`src/rtl/eth_rx_deserializer.sv`:
```
// eth_rx_deserializer
// Receive front end of the Ethernet interface. Brings the controller's SPI bus
// into the clk domain and assembles MISO bits (mode 0, MSB first) into bytes.
// Each byte is written to the receive buffer with a WE_LEN-cycle active-low
// strobe at its own address. A frame is stopped from storing when the MAC
// filter deasserts n_inhibit, or when the buffer is full.
//
// Build option: define ETH_RX_LEN_CAPTURE_EN to build the rx_len register.
// Without it, rx_len is tied to zero.
//
// Ports
//   clk, rst       system clock; synchronous active-high reset
//   n_ss_in        SPI slave select (asynchronous)
//   sck, miso      SPI clock and data (asynchronous)
//   n_inhibit      MAC filter verdict; low drops the rest of the frame
//   n_ss           synchronised slave select, fed to the filter
//   d, a_full, a   write data, full write address, low address nibble
//   n_recv_buf_we  active-low buffer write strobe
//   frame_done     one-cycle pulse at frame end
//   frame_ok       frame status, valid with frame_done
//   overflow       buffer filled during the current or last frame
//   rx_len         bytes stored in the last frame
module eth_rx_deserializer #(
    parameter int unsigned BUF_ADDR_W = 11,
    parameter int unsigned WE_LEN     = 2
) (
    input  logic                  clk,
    input  logic                  rst,
    input  logic                  n_ss_in,
    input  logic                  sck,
    input  logic                  miso,
    input  logic                  n_inhibit,
    output logic                  n_ss,
    output logic [7:0]            d,
    output logic [BUF_ADDR_W-1:0] a_full,
    output logic [3:0]            a,
    output logic                  n_recv_buf_we,
    output logic                  frame_done,
    output logic                  frame_ok,
    output logic                  overflow,
    output logic [BUF_ADDR_W:0]   rx_len
);

    localparam int unsigned CNT_W = BUF_ADDR_W + 1;
    localparam int unsigned WC_W  = 3;
    localparam logic [WC_W-1:0]  WE_LEN_C = WC_W'(WE_LEN);
    localparam logic [CNT_W-1:0] INH_MIN  = CNT_W'(6);

    typedef enum logic [2:0] {
        S_IDLE    = 3'd0,
        S_SHIFT   = 3'd1,
        S_STROBE  = 3'd2,
        S_ADVANCE = 3'd3,
        S_DROP    = 3'd4
    } state_t;

    state_t state, state_nxt;

    logic n_ss_s1, n_ss_d;
    logic sck_s1, sck_s2, sck_d;
    logic miso_s1, miso_s2;
    logic sck_rise, ss_fall, ss_rise;

    logic [6:0] shreg;
    logic [2:0] bit_cnt;
    logic       byte_done;
    logic [7:0] byte_val;

    logic [CNT_W-1:0]      strobe_cnt, strobe_cnt_nxt, cnt_inc;
    logic [WC_W-1:0]       st_cnt, st_cnt_nxt;
    logic                  end_pend, end_pend_nxt;
    logic                  drop_inh, drop_inh_nxt;
    logic                  inh_seen, inh_seen_nxt;
    logic                  buf_full, adv_inh, ok_now;
    logic [7:0]            d_nxt;
    logic [BUF_ADDR_W-1:0] a_full_nxt;
    logic                  we_n_nxt, frame_done_nxt, frame_ok_nxt, overflow_nxt;

    // Two-flop synchronisers plus one extra stage for edge detection
    always_ff @(posedge clk) begin
        if (rst) begin
            n_ss_s1 <= 1'b1;
            n_ss    <= 1'b1;
            n_ss_d  <= 1'b1;
            sck_s1  <= 1'b0;
            sck_s2  <= 1'b0;
            sck_d   <= 1'b0;
            miso_s1 <= 1'b0;
            miso_s2 <= 1'b0;
        end else begin
            n_ss_s1 <= n_ss_in;
            n_ss    <= n_ss_s1;
            n_ss_d  <= n_ss;
            sck_s1  <= sck;
            sck_s2  <= sck_s1;
            sck_d   <= sck_s2;
            miso_s1 <= miso;
            miso_s2 <= miso_s1;
        end
    end

    assign sck_rise = sck_s2 & ~sck_d;
    assign ss_fall  = n_ss_d & ~n_ss;
    assign ss_rise  = ~n_ss_d & n_ss;

    // Bit capture runs in every in-frame state; leaving the frame aborts a partial byte
    always_ff @(posedge clk) begin
        if (rst || state == S_IDLE) begin
            shreg   <= '0;
            bit_cnt <= '0;
        end else if (sck_rise) begin
            shreg   <= {shreg[5:0], miso_s2};
            bit_cnt <= bit_cnt + 3'd1;
        end
    end

    // The eighth bit goes straight from the synchroniser into the byte
    assign byte_done = sck_rise && (bit_cnt == 3'd7);
    assign byte_val  = {shreg, miso_s2};

    // Top count bit set means every buffer address has been written this frame
    assign buf_full = strobe_cnt[BUF_ADDR_W];
    assign cnt_inc  = strobe_cnt + CNT_W'(1);
    assign adv_inh  = ~n_inhibit && (cnt_inc >= INH_MIN);
    // An overflow-only drop is still good unless the filter objected at any point
    assign ok_now   = ~drop_inh & ~(overflow & (inh_seen | ~n_inhibit));

    // State register
    always_ff @(posedge clk) begin
        if (rst) begin
            state <= S_IDLE;
        end else begin
            state <= state_nxt;
        end
    end

    // Next-state logic
    always_comb begin
        state_nxt = state;
        case (state)
            S_IDLE: begin
                if (ss_fall) state_nxt = S_SHIFT;
            end
            S_SHIFT: begin
                if (ss_rise) begin
                    state_nxt = S_IDLE;
                end else if (byte_done) begin
                    state_nxt = buf_full ? S_DROP : S_STROBE;
                end
            end
            S_STROBE: begin
                // Frame end here is deferred until the strobe and address step finish
                if (st_cnt == WE_LEN_C) state_nxt = S_ADVANCE;
            end
            S_ADVANCE: begin
                if (ss_rise || end_pend) begin
                    state_nxt = S_IDLE;
                end else if (adv_inh) begin
                    state_nxt = S_DROP;
                end else begin
                    state_nxt = S_SHIFT;
                end
            end
            S_DROP: begin
                if (ss_rise) state_nxt = S_IDLE;
            end
            default: state_nxt = S_IDLE;
        endcase
    end

    // Output and datapath next values
    always_comb begin
        d_nxt          = d;
        a_full_nxt     = a_full;
        we_n_nxt       = 1'b1;
        frame_done_nxt = 1'b0;
        frame_ok_nxt   = frame_ok;
        overflow_nxt   = overflow;
        strobe_cnt_nxt = strobe_cnt;
        st_cnt_nxt     = st_cnt;
        end_pend_nxt   = end_pend;
        drop_inh_nxt   = drop_inh;
        inh_seen_nxt   = inh_seen;

        if (state != S_IDLE && !n_inhibit) inh_seen_nxt = 1'b1;

        case (state)
            S_IDLE: begin
                a_full_nxt     = '0;
                strobe_cnt_nxt = '0;
                st_cnt_nxt     = '0;
                end_pend_nxt   = 1'b0;
                drop_inh_nxt   = 1'b0;
                inh_seen_nxt   = 1'b0;
                if (ss_fall) overflow_nxt = 1'b0;
            end
            S_SHIFT: begin
                if (ss_rise) begin
                    frame_done_nxt = 1'b1;
                    frame_ok_nxt   = ok_now;
                end else if (byte_done) begin
                    if (buf_full) begin
                        overflow_nxt = 1'b1;
                    end else begin
                        d_nxt      = byte_val;
                        st_cnt_nxt = '0;
                    end
                end
            end
            S_STROBE: begin
                st_cnt_nxt = st_cnt + WC_W'(1);
                we_n_nxt   = (st_cnt == WE_LEN_C);
                if (ss_rise) end_pend_nxt = 1'b1;
            end
            S_ADVANCE: begin
                a_full_nxt     = a_full + BUF_ADDR_W'(1);
                strobe_cnt_nxt = cnt_inc;
                if (ss_rise || end_pend) begin
                    frame_done_nxt = 1'b1;
                    frame_ok_nxt   = ok_now;
                end else if (adv_inh) begin
                    drop_inh_nxt = 1'b1;
                end
            end
            S_DROP: begin
                if (ss_rise) begin
                    frame_done_nxt = 1'b1;
                    frame_ok_nxt   = ok_now;
                end
            end
            default: ;
        endcase
    end

    // Registered outputs and frame bookkeeping
    always_ff @(posedge clk) begin
        if (rst) begin
            d             <= '0;
            a_full        <= '0;
            n_recv_buf_we <= 1'b1;
            frame_done    <= 1'b0;
            frame_ok      <= 1'b0;
            overflow      <= 1'b0;
            strobe_cnt    <= '0;
            st_cnt        <= '0;
            end_pend      <= 1'b0;
            drop_inh      <= 1'b0;
            inh_seen      <= 1'b0;
        end else begin
            d             <= d_nxt;
            a_full        <= a_full_nxt;
            n_recv_buf_we <= we_n_nxt;
            frame_done    <= frame_done_nxt;
            frame_ok      <= frame_ok_nxt;
            overflow      <= overflow_nxt;
            strobe_cnt    <= strobe_cnt_nxt;
            st_cnt        <= st_cnt_nxt;
            end_pend      <= end_pend_nxt;
            drop_inh      <= drop_inh_nxt;
            inh_seen      <= inh_seen_nxt;
        end
    end

    assign a = a_full[3:0];

`ifdef ETH_RX_LEN_CAPTURE_EN
    logic [CNT_W-1:0] end_cnt;
    logic [CNT_W-1:0] rx_len_q;

    // A frame ending in ADVANCE includes the strobe just completed
    assign end_cnt = (state == S_ADVANCE) ? cnt_inc : strobe_cnt;

    always_ff @(posedge clk) begin
        if (rst) begin
            rx_len_q <= '0;
        end else if (frame_done_nxt) begin
            rx_len_q <= end_cnt;
        end
    end

    assign rx_len = rx_len_q;
`else
    assign rx_len = '0;
`endif

endmodule
```
`config.mk`:
```
export PLATFORM = sky130hd
export DESIGN_NAME = eth_rx_deserializer
export DESIGN_NICKNAME = d
export VERILOG_FILES = /design/src/rtl/eth_rx_deserializer.sv
export SDC_FILE = /design/constraint.sdc
export NUM_CORES = 1
export LEC_CHECK = 0
export CAP_MARGIN = 15
export CORE_MARGIN = 8
export CORE_UTILIZATION = 30
export CTS_CLUSTER_DIAMETER = 50
export DETAILED_ROUTE_END_ITERATION = 12
export GPL_TIMING_DRIVEN = 0
export SLEW_MARGIN = 15
export SYNTH_ARGS = -nofsm -noshare
export SYNTH_HDL_FRONTEND = slang
export SYNTH_SLANG_ARGS = --single-unit
```
`constraint.sdc`:
```
create_clock -name clk -period 2 [get_ports clk]
set_clock_uncertainty 0.15 [all_clocks]
set_input_delay 0.2 -clock clk [delete_from_list [all_inputs] [get_ports clk]]
set_output_delay 0.2 -clock clk [all_outputs]
set_load 0.01 [all_outputs]
```
* After elaboration in Yosys (flattened, before gate mapping)
Index checks and enable logic that the tools add are counted.
Word-level totals: flip-flop bits (word level) 62, input bits 6, output and inout port bits 40, word-level logic and storage cells 115
Cells by class: add/sub/neg operators 4, $lt $le $gt $ge 1, equality and inequality tests 19, mux-type cells 31, bitwise operators 15, reductions and logical operators 23
Operator list (number):
- $mux 3 | 11
- $pmux 12 s2 | 1
- $ne 2x2->1 const B | 11
- $pmux 11 s2 | 1
- $pmux 3 s5 | 1
- $add 12x1->12 const B | 1
- $ge 12x3->1 const B | 1
- $reduce_and 4->1 | 3
- $add 11x1->11 const B | 1
- $mux 1 | 11
- $pmux 1 s2 | 5
- $eq 3x2->1 const B | 3
- $not 1->1 | 9
- $pmux 3 s3 | 1
- $reduce_bool 2->1 | 4
- $add 3x1->3 const B | 2
- $eq 3x3->1 const B | 2
- $reduce_and 3->1 | 2
- $reduce_bool 3->1 | 2
- $reduce_or 2->1 | 3
- $and 1x1->1 | 5
- $reduce_and 5->1 | 1
- $eq 3x1->1 const B | 1
- $logic_and 1x1->1 | 3
- other kinds (7) | 8

* Depth between registers and ports, before layout
Gate-level depths: netlist of the first run.
depth after elaboration 7, gate-level depth with buffers 8

* Worst setup path after synthesis of the first run
OpenSTA, ideal clock, no wires.
path kind register -> register, start point reg strobe_cnt[0], end point reg drop_inh, library setup time 133 ps, data arrival time 1608 ps, data required time 1717 ps, slack 109 ps, cell stages (with the launch flop) 8, buffers on the path 1, clock period less this slack 1891 ps, cell sequence dfxtp_1 -> ha_1 -> clkbuf_1 -> nand3_1 -> xor2_1 -> a31oi_1 -> o31ai_2 -> o211ai_1
Between the ends: longest elaborated chain between the ends 5
Ends and longest elaborated chain:
- from (decl) | line 69 | logic [CNT_W-1:0] strobe_cnt, strobe_cnt_nxt, cnt_inc;
- from (signal assigned) | line 256 | strobe_cnt <= strobe_cnt_nxt;
- $add 12x1->12 | line 123 | assign cnt_inc = strobe_cnt + CNT_W'(1);
- $ge 12x3->1 | line 124 | assign adv_inh = ~n_inhibit && (cnt_inc >= INH_MIN);
- $logic_and 1x1->1 | line 124
- $ne 2x2->1 (no line)
- $reduce_and 3->1 (no line)
- to (signal assigned) | line 259 | drop_inh <= drop_inh_nxt;
- to (decl) | line 72 | logic drop_inh, drop_inh_nxt;
Every way passes these cells. A chain may end at the register's enable or synchronous reset.

* Worst setup path in the final report of the first run
start point reg strobe_cnt[5], end point reg state[2]
Between the ends: longest elaborated chain between the ends 6
Ends and longest elaborated chain:
- $add 12x1->12 | line 123
- $ge 12x3->1 | line 124
- $logic_and 1x1->1 | line 124
- $mux 3 | line 158 | end else if (adv_inh) begin
- $mux 3 | line 156 | if (ss_rise || end_pend) begin
- $pmux 3 s5 | line 140 | case (state)
- to (signal assigned) | line 133 | state <= state_nxt;
- to (decl) | line 57 | state_t state, state_nxt;
Every way passes these cells.

==> impl_results.md, run 1 <==
* Avg Inst Size Synth at between 8 and 9 µm²
* Remaining global-route overflow at 0
* Area delta synth->final at 25.8%
* Cells after Synth at 363
* Period utilisation layout at 0.955
* Post-synth EDFFs at 0
* Worst-path maximum fanout at 9
* Most common cell after layout, fill and taps aside: dfxtp_1
* Vias per cell at 4.65
* Final setup vio count at 0
* Initial core utilization at 0.303
* Post-Layout Cell Count at ~560
* Min Tclk post-route at 1910 ps
* Status: finished clean
* Clock network fraction of design power at 0.448
* Req. time, crit path at 2070 ps
* Share of the yosys chip area belonging to registers at 0.406
* Vias in the first global route at between 2000 and 2500
* Fin nets at 429
* Initial antenna violation count at 0
* Worst hold path class: input port to flip-flop
* Worst-case clock buffer depth at 2
* Drt drc at 0
* Clock slew at reported path FFs at ~70 ps
* RSZ-0062 raised after global routing: yes
* Ant. Diodes at 0
* Cell Int Power at 1.90 mW
* Clock Latency Late Sink at 350 ps
* Core Footprint at 10100 µm²
* Highest-count cells in the layout ignoring fill and taps: dfxtp_1, nor2_1, nand2_1
* Post-synth ARST share at 0
* Synth cell types at a little over 60
* Seq pwr share at 0.504
* Top-Level Pins at 46
* Clock Sinks at between 60 and 70
* First-pass GRT wire length at 11.3 mm
* Pins Over Slew Limit at 0
* Pwr Total at between 2 and 2.5 mW
* DR vias at approximately 2600
* Psw at approximately 0.58 mW
* Ys Warns at 0
* Placed cell count at between 500 and 600
* DRT Wirelength at just over 7 mm
* Slew margin rel. at 0.560
* Die ar. at approximately 14000 µm²
* Crit start category: flip-flop
* Util after Layout at 0.381
* Switching share of power at 0.233
* Critical path capture point type: flip-flop
* Max Cap Violations at 0
* Cts bufs inserted at 9
* Critical Path AT at 1980 ps
* Fmax at approximately 520 MHz
* H-tree depth at 3
* Num rows at 37
* Share of layout cells above drive strength 1 at 0.181
* Combinational power share at 0.048
* Worst Max-Slew Pin Slew at approximately 660 ps
* Pwr Density at 644 nW/µm²
* Final Hold Viols at 0
* Flops & latches, synth at 62
* DR iter-0 viols at roughly 150
* P_leak at about 1.4 nW
* Tot GR Track Use at 0.107
* Routed wire per std cell at between 10 and 15 µm
* Horiz. Die Dim at between 100 and 150 µm
* Drt first pass iters at 4
* Final antenna-violating net count at 0
* Placed wire-length estimate at 5.23 mm
* Fillers at between 1000 and 1500
* Top FF cell, synth: dfxtp_1
* Setup Crit Path Kind: flip-flop to flip-flop
* # port buffers at 33
* Gpl congestion at 0.829
* Largest net degree at the start of global routing at 12
* Cell Area, Synth at roughly 3000 µm²
* DIE HEIGHT at 117 µm
* Root buf cell: clkbuf_8
* Setup_tns at 0 ps
* CTS tree: built
* Peak supply drop at between 300 and 400 µV
cell usage after synthesis (6+ instances only):
cell type | number | area share
nand2_1 | 40 | 0.049
nor2b_1 | 9 | 0.018
buf_2 | 8 | 0.013
nand2b_1 | 7 | 0.014
a21oi_1 | 36 | 0.059
nor2_1 | 48 | 0.059
mux2i_1 | 8 | 0.026
clkbuf_1 | 10 | 0.012
nand3_1 | 9 | 0.015
dfxtp_1 | 62 | 0.41
inv_1 | 6 | 0.0074
o21ai_0 | 11 | 0.018
buf_4 | 16 | 0.039
ha_1 | 7 | 0.029
flip-flops by register name, summed over array words and instances, names as in the netlist, 3 cells and up:
signal,count
st_cnt,3
shreg,7
a_full,11
bit_cnt,3
d,8
state,3
strobe_cnt,12
routing by layer:
| metal | vias to the layer above | routed length (µm) | GRT usage |
|---|---|---|---|
| met1 | 1189 | 3340 | 0.125 |
| met5 | - | 0 | 0 |
| met3 | 9 | 411 | 0.0380 |
| met2 | 57 | 3400 | 0.177 |
| li1 | 1335 | - | - |
| met4 | 0 | 77 | 0.0384 |
cell type report:
type	count	area (µm²)	area share
sequential	62	1250	0.325
timing repair buffer	33	330	0.0859
multi-input combinational	271	1670	0.435
tap	136	170	0.0443
clock inverter	5	58.8	0.0153
clock buffer	11	141	0.0368
buffer	33	198	0.0514
inverter	6	22.5	0.00586
final timing paths:
kind                 start        to  cells past startpoint  slack, ps
min                   miso   miso_s1                      2        250
max reg2reg  strobe_cnt[5]  state[2]                      6         90
max          strobe_cnt[5]  state[2]                      6         90
min reg2reg        n_ss_s1      n_ss                      1        260
repair_timing:
item,in CTS,in global routing
setup endpoints to repair,7,19
gates resized for setup,6,14
hold buffers,0,0
buffers inserted,0,0
endpoints found under the hold margin,0,0
pin swaps,0,4
critical path, cell delays in order (launching register included):
cell      delay [ps]
dfxtp_1          310
buf_2            190
nand2_1          120
nor4_4           390
a31oi_2          190
o31ai_2          310
o211ai_1         130
cells by family (layout without fill, tap and decap cells):
logic type,count (synthesis),in the layout,share of synthesized area
AOI/OAI and AO/OA,77,77,0.155
xor gates and xnor gates,5,5,0.0143
adders and majority gates,7,7,0.0287
buffers and inverters,41,88,0.0733
DFF,62,62,0.406
muxes,11,11,0.0385
other,1,12,0.00123
and+or+nand+nor,159,159,0.283
power groups by stage:
stage                     combinational (mW)  sequential [mW]  clock, mW
after global placement                 0.117             1.28          0
after CTS                              0.118             1.25       1.14
final                                  0.119             1.25       1.11
after floorplan                       0.0802             1.28          0
after detailed placement               0.118             1.28          0
after global routing                   0.130             1.25       1.20
per-stage QoR:
stage                     hold slack, ps  cell area, µm²  setup WS (ps)
after detailed placement             250            3600           -237
after floorplan                      154            3100            109
after global routing                 238            3840          -18.7
final                                252            3840           89.4
after global placement               241            3600           -166
after CTS                            241            3810           17.4
Note: power is estimated with default switching activity, not from simulation.
==> inputs of run 2 (changes only) <==
CTS_BUF_LIST = sky130_fd_sc_hd__clkbuf_16   (was not set)
PLACE_DENSITY_LB_ADDON = 0.2   (was not set)
SETUP_SLACK_MARGIN = 0.1   (was not set)
==> impl_results.md, run 2 (synthesized netlist as in run 1, its figures left out) <==
* Clock slew at reported path FFs at 60 ps (was 70 ps)
* Worst-case clock buffer depth at 2 (unchanged)
* # port buffers at 33 (unchanged)
* Horiz. Die Dim at 117 µm (unchanged)
* First-pass GRT wire length at 12.6 mm (was 11.3 mm)
* Root buf cell: clkbuf_16 (was clkbuf_8)
* DR vias at 2691 (was 2590)
* DIE HEIGHT at 117 µm (unchanged)
* Remaining global-route overflow at 0 (unchanged)
* Req. time, crit path at 2040 ps (was 2070 ps)
* Pwr Density at 681 nW/µm² (was 644 nW/µm²)
* Largest register FFs at 12 (unchanged)
* Drt first pass iters at 4 (unchanged)
* Largest net degree at the start of global routing at 14 (was 12)
* H-tree depth at 3 (unchanged)
* Fillers at 1042 (was 1085)
* Clock network fraction of design power at 0.518 (was 0.448)
* Highest-count cells in the layout ignoring fill and taps: dfxtp_1, nor2_1, nand2_1 (unchanged)
* Hold_buf cts at 0 (unchanged)
* Pwr Total at 2.85 mW (was 2.48 mW)
* Util after Layout at 0.414 (was 0.381)
* Fmax at 514 MHz (was 523 MHz)
* Vias per cell at 4.74 (was 4.65)
* Max Cap Violations at 0 (unchanged)
* Share of layout cells above drive strength 1 at 0.248 (was 0.181)
* Top-Level Pins at 46 (unchanged)
* Clock Latency Late Sink at 330 ps (was 350 ps)
* Most common cell after layout, fill and taps aside: dfxtp_1 (unchanged)
* Placed wire-length estimate at 5.38 mm (was 5.23 mm)
* Peak supply drop at 407 µV (was 341 µV)
* Switching share of power at 0.247 (was 0.233)
* RSZ-0062 raised after global routing: yes (unchanged)
* Most flop-heavy register: strobe_cnt (unchanged)
* Seq pwr share at 0.438 (was 0.504)
* Drt drc at 0 (unchanged)
* Initial antenna violation count at 0 (unchanged)
* Clock Sinks at 62 (unchanged)
* Worst Max-Slew Pin Slew at 569 ps (was 660 ps)
* Cell Int Power at 2.14 mW (was 1.90 mW)
* Ant. Diodes at 0 (unchanged)
* Biggest regs: strobe_cnt: 12 flops, a_full: 11 flops, d: 8 flops (unchanged)
* M1 GR Usage at 0.144 (was 0.125)
* Final antenna-violating net count at 0 (unchanged)
* Crit start category: flip-flop (unchanged)
* Final setup vio count at 0 (unchanged)
* Worst hold path class: flip-flop to flip-flop (was input port to flip-flop)
* Worst-path maximum fanout at 6 (was 9)
* Setup Crit Path Kind: flip-flop to flip-flop (unchanged)
* Crit path largest cell delay at 370 ps (was 390 ps)
* Cts bufs inserted at 9 (unchanged)
* P_leak at 1.56 nW (was 1.42 nW)
* Initial core utilization at 0.303 (unchanged)
* Period utilisation layout at 0.972 (was 0.955)
* Min Tclk post-route at 1940 ps (was 1910 ps)
* Final Hold Viols at 0 (unchanged)
* Critical path capture point type: flip-flop (unchanged)
* Area delta synth->final at 36.8% (was 25.8%)
* DR iter-0 viols at 116 (was 149)
* Combinational power share at 0.044 (was 0.048)
* Die ar. at 13700 µm² (unchanged)
* Critical Path AT at 1990 ps (was 1980 ps)
* Status: finished clean (unchanged)
* Core Footprint at 10100 µm² (unchanged)
* Num rows at 37 (unchanged)
* Vias in the first global route at 2546 (was 2354)
* Met2 usage at 0.193 (was 0.177)
* Pins Over Slew Limit at 0 (unchanged)
* Slew margin rel. at 0.620 (was 0.560)
* Slowest cell on crit path: dfxtp_4 (was nor4_4)
* Routed wire per std cell at 13.9 µm (was 13.0 µm)
* Tot GR Track Use at 0.120 (was 0.107)
* DRT Wirelength at 7.89 mm (was 7.22 mm)
* GR Util met3 at 0.0359 (was 0.0380)
* Fin nets at 440 (was 429)
* CTS tree: built (unchanged)
* Gpl congestion at 0.822 (was 0.829)
* Busiest grt layer: met2 (unchanged)
* Psw at 0.704 mW (was 0.578 mW)
* Critical path, cell by cell: buf_6, ha_4, nand2b_4, a2111oi_4, nor2_2, o31ai_2, o211ai_1 (was buf_2, nand2_1, nor4_4, a31oi_2, o31ai_2, o211ai_1)
[run 2: through the flow]
stage	cells	hold WS, ps	setup slack, ps	cell area, µm²	setup TNS [ps]
floorplan	374	154	109	3100	0
finish	568	255	55.5	4180	0
global route	568	269	-72.7	4180	-135
CTS	563	255	82.5	4040	0
detailed placement	543	242	-200	3600	-5900
global placement	543	241	-229	3600	-5090
[run 2: what timing repair did]
item,4_1_cts,5_1_grt
gates cloned,1,0
resized for setup,31,34
pin swaps,11,12
buffers inserted,3,5
endpoints found under the setup margin,37,46
[run 2: worst paths after layout]
| path | slack [ps] | start | depth (start not counted) | to |
|---|---|---|---|---|
| max | 60 | strobe_cnt[0] | 7 | drop_inh |
| min reg2reg | 260 | n_ss_s1 | 1 | n_ss |
| min | 260 | n_ss_s1 | 1 | n_ss |
| max reg2reg | 60 | strobe_cnt[0] | 7 | drop_inh |
[run 2: critical path: cells and delay by family (launching register included)]
family	cells	cell delay, ps
AO/OA/AOI/OAI	3	730
adder cells (fa/ha/maj)	1	270
buffers and inverters	1	120
flip-flops	1	370
AND/OR/NAND/NOR	2	160
[run 2: per-layer routing]
layer	share of wire	vias to the layer above
met5	0	-
met4	0.025	0
met3	0.061	17
met2	0.46	57
met1	0.46	1256
li1	-	1361
[run 2: final cells by class]
cell class	instances	area, µm²	area share
flip-flops and latches	62	1260	0.302
well taps	136	170	0.0407
repair buffers	41	407	0.0973
plain buffers	35	229	0.0548
inverters	6	22.5	0.00539
multi-input cells	272	1810	0.432
clock inverters	7	56.3	0.0135
clock buffers	9	225	0.0539
[run 2: power by group through the flow]
stage / sequential (mW) / combinational [mW] / clock, mW
5_1_grt: 1.25 / 0.139 / 1.57
3_5_place_dp: 1.28 / 0.120 / 0
3_3_place_gp: 1.28 / 0.119 / 0
4_1_cts: 1.25 / 0.123 / 1.50
6_report: 1.25 / 0.126 / 1.47
2_1_floorplan: 1.28 / 0.0802 / 0
